File: config.mk
export PLATFORM = sky130hd
export DESIGN_NAME = mem_stage
export DESIGN_NICKNAME = d
export VERILOG_FILES = /design/src/rtl/mem_stage.sv
export SDC_FILE = /design/constraint.sdc
export NUM_CORES = 1
export LEC_CHECK = 0
export BUFFER_PORTS_ARGS = -buffer_cell sky130_fd_sc_hd__clkbuf_2
export CORE_MARGIN = 4
export CORE_UTILIZATION = 48
export DETAILED_ROUTE_END_ITERATION = 10
export GPL_ROUTABILITY_DRIVEN = 1
export HOLD_SLACK_MARGIN = 0.03
export PLACE_DENSITY = 0.89
export SYNTH_ARGS = -nofsm -noshare
export SYNTH_HDL_FRONTEND = slang
export SYNTH_SLANG_ARGS = --single-unit
File: constraint.sdc
create_clock -name cpu_clk -period 2.3 [get_ports cpu_clk]
set_clock_uncertainty 0.1 [all_clocks]
set_input_delay 0.115 -clock cpu_clk [delete_from_list [all_inputs] [get_ports cpu_clk]]
set_output_delay 0.115 -clock cpu_clk [all_outputs]
set_load 0.02 [all_outputs]
File: src/rtl/mem_stage.sv
// miniRV MEM stage: issues loads/stores on a handshaked data bus through an
// IDLE/BUSY/DONE FSM and forms the write-back triple for the MEM/WB register.
module mem_stage (
  input  logic        cpu_clk,
  input  logic        cpu_rst,
  input  logic        valid_MEM_in,
  input  logic        mem_rd_MEM_in,
  input  logic        mem_wr_MEM_in,
  input  logic [2:0]  mem_op_MEM_in,
  input  logic [31:0] alu_c_MEM_in,
  input  logic [31:0] rD2_MEM_in,
  input  logic [31:0] pc4_MEM_in,
  input  logic [31:0] ext_MEM_in,
  input  logic [1:0]  wd_sel_MEM_in,
  input  logic [4:0]  wR_MEM_in,
  input  logic        rf_we_MEM_in,
  output logic        dbus_req,
  output logic        dbus_we,
  output logic [31:0] dbus_addr,
  output logic [31:0] dbus_wdata,
  output logic [3:0]  dbus_wstrb,
  input  logic        dbus_ack,
  input  logic [31:0] dbus_rdata,
  output logic [4:0]  wR_MEM_out,
  output logic        rf_we_MEM_out,
  output logic [31:0] wD_MEM_out,
  output logic        mem_stall,
  output logic        misalign_MEM_out
);

  typedef enum logic [1:0] {IDLE, BUSY, DONE} state_t;

  state_t      state_reg;
  logic [31:0] rdata_reg;
  logic        access;
  logic        aligned;
  logic        start;
  logic [31:0] wdata_next;
  logic [3:0]  wstrb_next;
  logic [7:0]  rbyte [4];
  logic [7:0]  bsel;
  logic [15:0] hsel;
  logic [31:0] load_data;

  assign access = valid_MEM_in & (mem_rd_MEM_in | mem_wr_MEM_in);

  always_comb begin
    aligned = 1'b1;
    case (mem_op_MEM_in[1:0])
      2'b10:   aligned = (alu_c_MEM_in[1:0] == 2'b00);
      2'b01:   aligned = ~alu_c_MEM_in[0];
      default: aligned = 1'b1;
    endcase
  end

  assign start = access & aligned & (state_reg == IDLE);

  // Store data is replicated across lanes so the strobes alone pick the bytes.
  always_comb begin
    wdata_next = rD2_MEM_in;
    wstrb_next = 4'b1111;
    case (mem_op_MEM_in[1:0])
      2'b00: begin
        wdata_next = {4{rD2_MEM_in[7:0]}};
        wstrb_next = 4'b0001 << alu_c_MEM_in[1:0];
      end
      2'b01: begin
        wdata_next = {2{rD2_MEM_in[15:0]}};
        wstrb_next = alu_c_MEM_in[1] ? 4'b1100 : 4'b0011;
      end
      default: ;
    endcase
    if (!mem_wr_MEM_in) wstrb_next = 4'b0000;
  end

  always_ff @(posedge cpu_clk) begin
    if (cpu_rst) begin
      state_reg  <= IDLE;
      dbus_req   <= 1'b0;
      dbus_we    <= 1'b0;
      dbus_addr  <= 32'd0;
      dbus_wdata <= 32'd0;
      dbus_wstrb <= 4'd0;
      rdata_reg  <= 32'd0;
    end else begin
      case (state_reg)
        IDLE: if (start) begin
          state_reg  <= BUSY;
          dbus_req   <= 1'b1;
          dbus_we    <= mem_wr_MEM_in;
          dbus_addr  <= {alu_c_MEM_in[31:2], 2'b00};
          dbus_wdata <= wdata_next;
          dbus_wstrb <= wstrb_next;
        end
        BUSY: if (dbus_ack) begin
          rdata_reg <= dbus_rdata;
          dbus_req  <= 1'b0;
          state_reg <= DONE;
        end
        DONE:    state_reg <= IDLE;
        default: state_reg <= IDLE;
      endcase
    end
  end

  generate
    for (genvar gi = 0; gi < 4; gi++) begin : g_lane
      assign rbyte[gi] = rdata_reg[8*gi +: 8];
    end
  endgenerate

  assign bsel = rbyte[alu_c_MEM_in[1:0]];
  assign hsel = alu_c_MEM_in[1] ? rdata_reg[31:16] : rdata_reg[15:0];

  always_comb begin
    case (mem_op_MEM_in)
      3'b000:  load_data = {{24{bsel[7]}}, bsel};
      3'b100:  load_data = {24'd0, bsel};
      3'b001:  load_data = {{16{hsel[15]}}, hsel};
      3'b101:  load_data = {16'd0, hsel};
      default: load_data = rdata_reg;
    endcase
  end

  always_comb begin
    case (wd_sel_MEM_in)
      2'b00:   wD_MEM_out = alu_c_MEM_in;
      2'b01:   wD_MEM_out = load_data;
      2'b10:   wD_MEM_out = pc4_MEM_in;
      default: wD_MEM_out = ext_MEM_in;
    endcase
  end

  assign mem_stall        = ~cpu_rst & (start | (state_reg == BUSY));
  assign misalign_MEM_out = ~cpu_rst & access & ~aligned;
  assign rf_we_MEM_out    = ~cpu_rst & rf_we_MEM_in & valid_MEM_in & ~mem_stall & ~misalign_MEM_out;
  assign wR_MEM_out       = wR_MEM_in;

endmodule

==> flow_summary.ini, run 1 <==
[global_routing]
antenna_found_initial = 0
grt_use_total_pct = 31.7
grt_max_degree = 95
first_global_vias = 7017
grt_pass1_wl_mm = 36.8
grt_overflow = 0

[power]
power_density_mw_per_mm2 = 539
switching_share_pct = 31.8
p_seq_share_pct = 41.0
ir_worst_vdd_uv = 459
p_int_mw = 3.21
leakage_nw = 3.91
comb_power_share_pct = 28.4
switching_power_mw = 1.49
power_frac_clock_pct = 30.7

[die]
die_h_um = 122
core_area_mm2 = 0.0127
io_pins = 287
dieArea_mm2 = 0.0149
rows = 41
start_util_pct = 49.2
dieWidth_um = 122

[timing]
slew_headroom_pct = 44.2
max_freq_mhz = 467
min_period_ps = 2140
tightest_slew_ps = 833
finalSetupViolations = 0
post-route-period-util_pct = 93.1
report.final.slew_viol_count = 0
hold_violations = 0
rsz0062_at_grt = no
finalSetupTns_ps = 0

[outcome]
outcome = completed

[clock_tree]
ctsRootBufferMaster = clkbuf_16
clk_pin_slew_ps = 70
post_cts_buffers = 0
clk_latency_ps = 350
htreeDepth = 3
numCtsBuffers = 9
cts_tree = done
cts_buffer_depth = 2
clock-sinks = 102

[setup_path]
end_kind = output port
required_ps = 2090
critPathMaxFanout = 16
cp.arrival_ps = 1930
critPathKind = reg -> out
critPathLaunchType = register

[synth]
synth_area_mm2 = 0.00623
synthTopCellsByArea = dfxtp_1 (33%), nand2b_1 (11%), mux2i_1 (9.6%)
yosys.area.top_type = dfxtp_1
synth_seq_cells = 102
synth_area_per_cell_um2 = 7.91
ys.warnings.count = 0
synth.distinct_cells = 37
syn_inst = 788
synth_top_area_share_pct = 32.8
seq_area_frac_synth_pct = 32.8

[hold_path]
hp-class = in -> reg

[routing]
drc_errors = 0
firstDrtPassIters = 5
antenna_left = 0
topRoutingLayerUsed = met4
route.met3.wl_mm = 2.69
viasPerCell = 5.55
postRouteWirelength_mm = 24.3
post_drt_wl_per_cell_um = 19.0
drt_iter0_markers = 652
via_count = 7100
drt-met1-wl_mm = 9.19
wl_met2_mm = 11.1

[final_layout]
layout_commonest_cell = clkbuf_2
antenna_cells = 0
layout-drive-gt1-share_pct = 32.1
postLayoutCoreUtil_pct = 68.9
final_cell_mix = clkbuf_2 (273), nand2b_1 (110), nand2_1 (106), dfxtp_1 (101), a21oi_1 (77)
nFillCells = 969
area_growth_pct = 40.0
fin_nets = 1283

[place]
gp_congestion = 0.959
portBuffers = 274
post-dp-hpwl_mm = 16.8

[job]
drv_cap = 0
==> path summary, 6_finish.rpt <==
path,start,slack [ps],cells past startpoint,end
worst max-delay path,state_reg[0],160,4,mem_stall
worst min-delay path,rD2_MEM_in[18],70,4,dbus_wdata[18]
worst max register to register,state_reg[0],410,4,dbus_addr[6]
worst min register to register,rdata_reg[1],360,2,rdata_reg[1]
==> synth_stat cells, drive strengths merged <==
cell and number:
o21ai 77, inv 8, a22oi 24, mux2 34, or2 2, mux2i 60
buf 28, o22ai 1, nor2 47, o211ai 14, o31ai 1, a21oi 78
a22o 1, nand3b 7, ha 4, clkbuf 42, and2 2, dfxtp 102
a211oi 4, or4b 1, nand2 106, nor2b 26, a21boi 1, and3b 2
nand2b 110, a32o 1, conb 1, nor4 1, a21o 2, nand4b 1
==> worst max-delay path, stage by stage (launching register included) <==
cell	delay, ps
dfxtp_1	310
or4b_4	580
a21o_4	330
a21oi_1	170
clkbuf_2	190
==> cell families after synthesis <==
logic type	Yosys count	share of synthesized area [%]
simple gates	305	24.9
fa+ha+maj	4	0.803
buf+inv	78	5.86
other cells	1	0.0602
compound gates	204	18.6
mux	94	17.1
flops	102	32.8
==> timing repair <==
action                                 in CTS  in global routing
hold buffers                               71                  0
gates resized for setup                     0                  3
setup endpoints to repair                   0                  6
endpoints found under the hold margin      72                  0
==> layout make-up <==
| type | instances | area [µm²] | area share (%) |
|---|---|---|---|
| Clock buffer | 12 | 246 | 2.83 |
| Clock inverter | 4 | 30.0 | 0.344 |
| Inverter | 8 | 30.0 | 0.344 |
| Multi-Input combinational cell | 610 | 3840 | 44.0 |
| Sequential cell | 102 | 2040 | 23.4 |
| Tap cell | 172 | 215 | 2.47 |
| Timing Repair Buffer | 371 | 2320 | 26.6 |
==> power by group through the flow <==
stage	sequential, mW	clock [mW]	combinational (mW)
5_1_grt	1.93	1.56	1.42
3_5_place_dp	1.96	0	1.19
4_1_cts	1.92	1.48	1.30
6_report	1.93	1.44	1.33
2_1_floorplan	2.04	0	0.653
3_3_place_gp	1.96	0	1.18
==> metal layers <==
layer	GRT usage, %	vias to the layer above
met1	39.0	3243
met3	8.17	111
met2	50.8	441
met4	17.0	0
met5	0	-
li1	-	3305
==> metrics by stage <==
step                      power, mW  hold slack (ps)  std cells  worst slack (ps)  cell area, µm²
after global routing           4.91             88.8       1279              35.8            8720
after floorplan                2.69              151        789               173            6230
after global placement         3.13              130       1191               176            7730
final                          4.70             67.6       1279               158            8720
after CTS                      4.69             55.5       1278              41.3            8710
after detailed placement       3.15              130       1191               133            7730
No activity file was read; power rests on OpenSTA's default activity.
==> inputs of run 2 (changes only) <==
Settings changed: ABC_AREA from default to 1, CAP_MARGIN from default to 20, CORE_UTILIZATION 48 to 45, PLACE_DENSITY 0.89 to 0.87.
==> flow_summary.ini, run 2 <==
[synth]
synth_ff_type = dfxtp_1
synth_edf_count = 0
yosys.area.top_type = dfxtp_1
synth_area_mm2 = 0.00535
synthTopCellsByCount = nand2_1 (210), nor2_1 (115), dfxtp_1 (102)
synth.distinct_cells = 33
ys.warnings.count = 0
synth_top_area_share_pct = 38.2
yosysMostFrequentCell = nand2_1
synth_area_per_cell_um2 = 6.49
syn_inst = 824
synthTopCellsByArea = dfxtp_1 (38%), nand2_1 (15%), a21oi_1 (9.3%)
synth_seq_cells = 102
async_flop_share_pct = 0
seq_area_frac_synth_pct = 38.2

[final_layout]
postLayoutCoreUtil_pct = 70.6
area_growth_pct = 52.1
layout_commonest_cell = clkbuf_2
layout-drive-gt1-share_pct = 28.0
fin_nets = 1349
final_cell_mix = clkbuf_2 (274), nand2_1 (210), nor2_1 (113), dfxtp_1 (102), dlygate4sd3_1 (99)
stdcell_count = 1317

[clock_tree]
cts_buffer_depth = 2
ctsRootBufferMaster = clkbuf_16
clk_pin_slew_ps = 60
clk_latency_ps = 330
clock-sinks = 102
numCtsBuffers = 9
htreeDepth = 3
cts_tree = done

[power]
p_seq_share_pct = 40.3
leakage_nw = 3.94
p_int_mw = 3.31
switching_power_mw = 1.57
power_density_mw_per_mm2 = 600
switching_share_pct = 32.2
ir_worst_vdd_uv = 328
comb_power_share_pct = 28.8
power_frac_clock_pct = 30.9

[setup_path]
required_ps = 2090
r2r_slack_ps = 210
end_kind = output port
r2r_start = state_reg[0]
r2r_end = dbus_wdata[22]
cp.arrival_ps = 1920
critPathMaxFanout = 12
critPathLaunchType = primary input
critPathKind = in -> out
rr_worst_depth = 8

[die]
rows = 39
core_area_mm2 = 0.0115
die_h_um = 117
dieWidth_um = 117
io_pins = 287
dieArea_mm2 = 0.0137
start_util_pct = 46.4

[outcome]
outcome = completed

[timing]
rsz0062_at_grt = no
finalSetupViolations = 0
finalSetupTns_ps = 0
timing.hold.ws_ps = 45.2
report.final.slew_viol_count = 0
slew_headroom_pct = 53.7
post-route-period-util_pct = 92.8
tightest_slew_ps = 687
hold_violations = 0
min_period_ps = 2130
max_freq_mhz = 468

[job]
drv_cap = 0

[routing]
post_drt_wl_per_cell_um = 18.3
drc_errors = 0
firstDrtPassIters = 8
via_count = 7497
drt_iter0_markers = 1155
postRouteWirelength_mm = 24.1
antenna_left = 0
viasPerCell = 5.69

[hold_path]
hold_end = rdata_reg[28]
hp-class = in -> reg
hold_depth = 3
min_from = dbus_rdata[28]

[place]
placed_cells = 1199
portBuffers = 274
post-dp-hpwl_mm = 16.0
gp_congestion = 0.970

[global_routing]
antenna_found_initial = 2
first_global_vias = 6776
grt_use_total_pct = 32.7
grt_max_degree = 88
grt_overflow = 0
grt_pass1_wl_mm = 34.6
## run 2: per-stage QoR
step | setup slack (ps) | cell area [µm²] | total power [mW]
after detailed placement | 251 | 6770 | 3.18
after global placement | 281 | 6770 | 3.16
after global routing | 46.1 | 8140 | 5.09
after CTS | 77.5 | 8060 | 4.81
after floorplan | 431 | 5350 | 2.71
final | 165 | 8140 | 4.88
## run 2: repair_timing
action,in CTS,in global routing
endpoints found under the setup margin,0,8
setup buffers,0,0
hold buffers,99,0
hold endpoints to repair,90,0
resized for setup,0,5
## run 2: cell families after synthesis
family,Yosys count,synth area share [%]
AND/OR/NAND/NOR,391,29.8
AO/OA/AOI/OAI,224,22.6
buffers and inverters,102,8.37
flip-flops,102,38.2
adder cells (fa/ha/maj),4,0.936
other,1,0.0701
## run 2: area by class of cell
| class | count | area, µm² |
|---|---|---|
| fill | 907 | 3380 |
| timing repair buffer | 393 | 2580 |
| inverter | 41 | 156 |
| tap | 143 | 179 |
| clock buffer | 12 | 246 |
| clock inverter | 3 | 45.0 |
| antenna | 2 | 5.00 |
| multi-input combinational | 621 | 2880 |
| sequential | 102 | 2040 |
## run 2: routing by layer
metal | GRT usage (%) | wire, µm | share of wire, %
met1 | 39.2 | 8650 | 36
met2 | 52.9 | 11200 | 46
met3 | 8.64 | 2790 | 12
met4 | 19.1 | 1470 | 6.1
met5 | 0 | 0 | 0
## run 2: how the worst max path moves through the flow
stage,from,endpoint,cells past startpoint
floorplan,mem_op_MEM_in[1],wD_MEM_out[13],10
global placement,mem_op_MEM_in[1],wD_MEM_out[6],13
detailed placement,mem_op_MEM_in[1],wD_MEM_out[9],11
CTS,state_reg[0],dbus_wdata[17],8
global route,mem_op_MEM_in[1],wD_MEM_out[9],11
finish,mem_op_MEM_in[1],wD_MEM_out[9],11
## run 2: power by group through the flow
stage	sequential [mW]	clock, mW	combinational (mW)
floorplan	2.12	0	0.584
global placement	1.99	0	1.17
detailed placement	2.00	0	1.18
CTS	1.96	1.52	1.32
global route	1.98	1.60	1.51
finish	1.97	1.51	1.41
## run 2: critical path: stages
cell	delay [ps]
clkbuf_2	160
clkinv_1	160
ha_2	250
nor2_1	160
inv_2	130
nand2_1	210
a21oi_1	100
nand2_1	80
nand2_1	70
a21oi_1	240
clkbuf_2	220
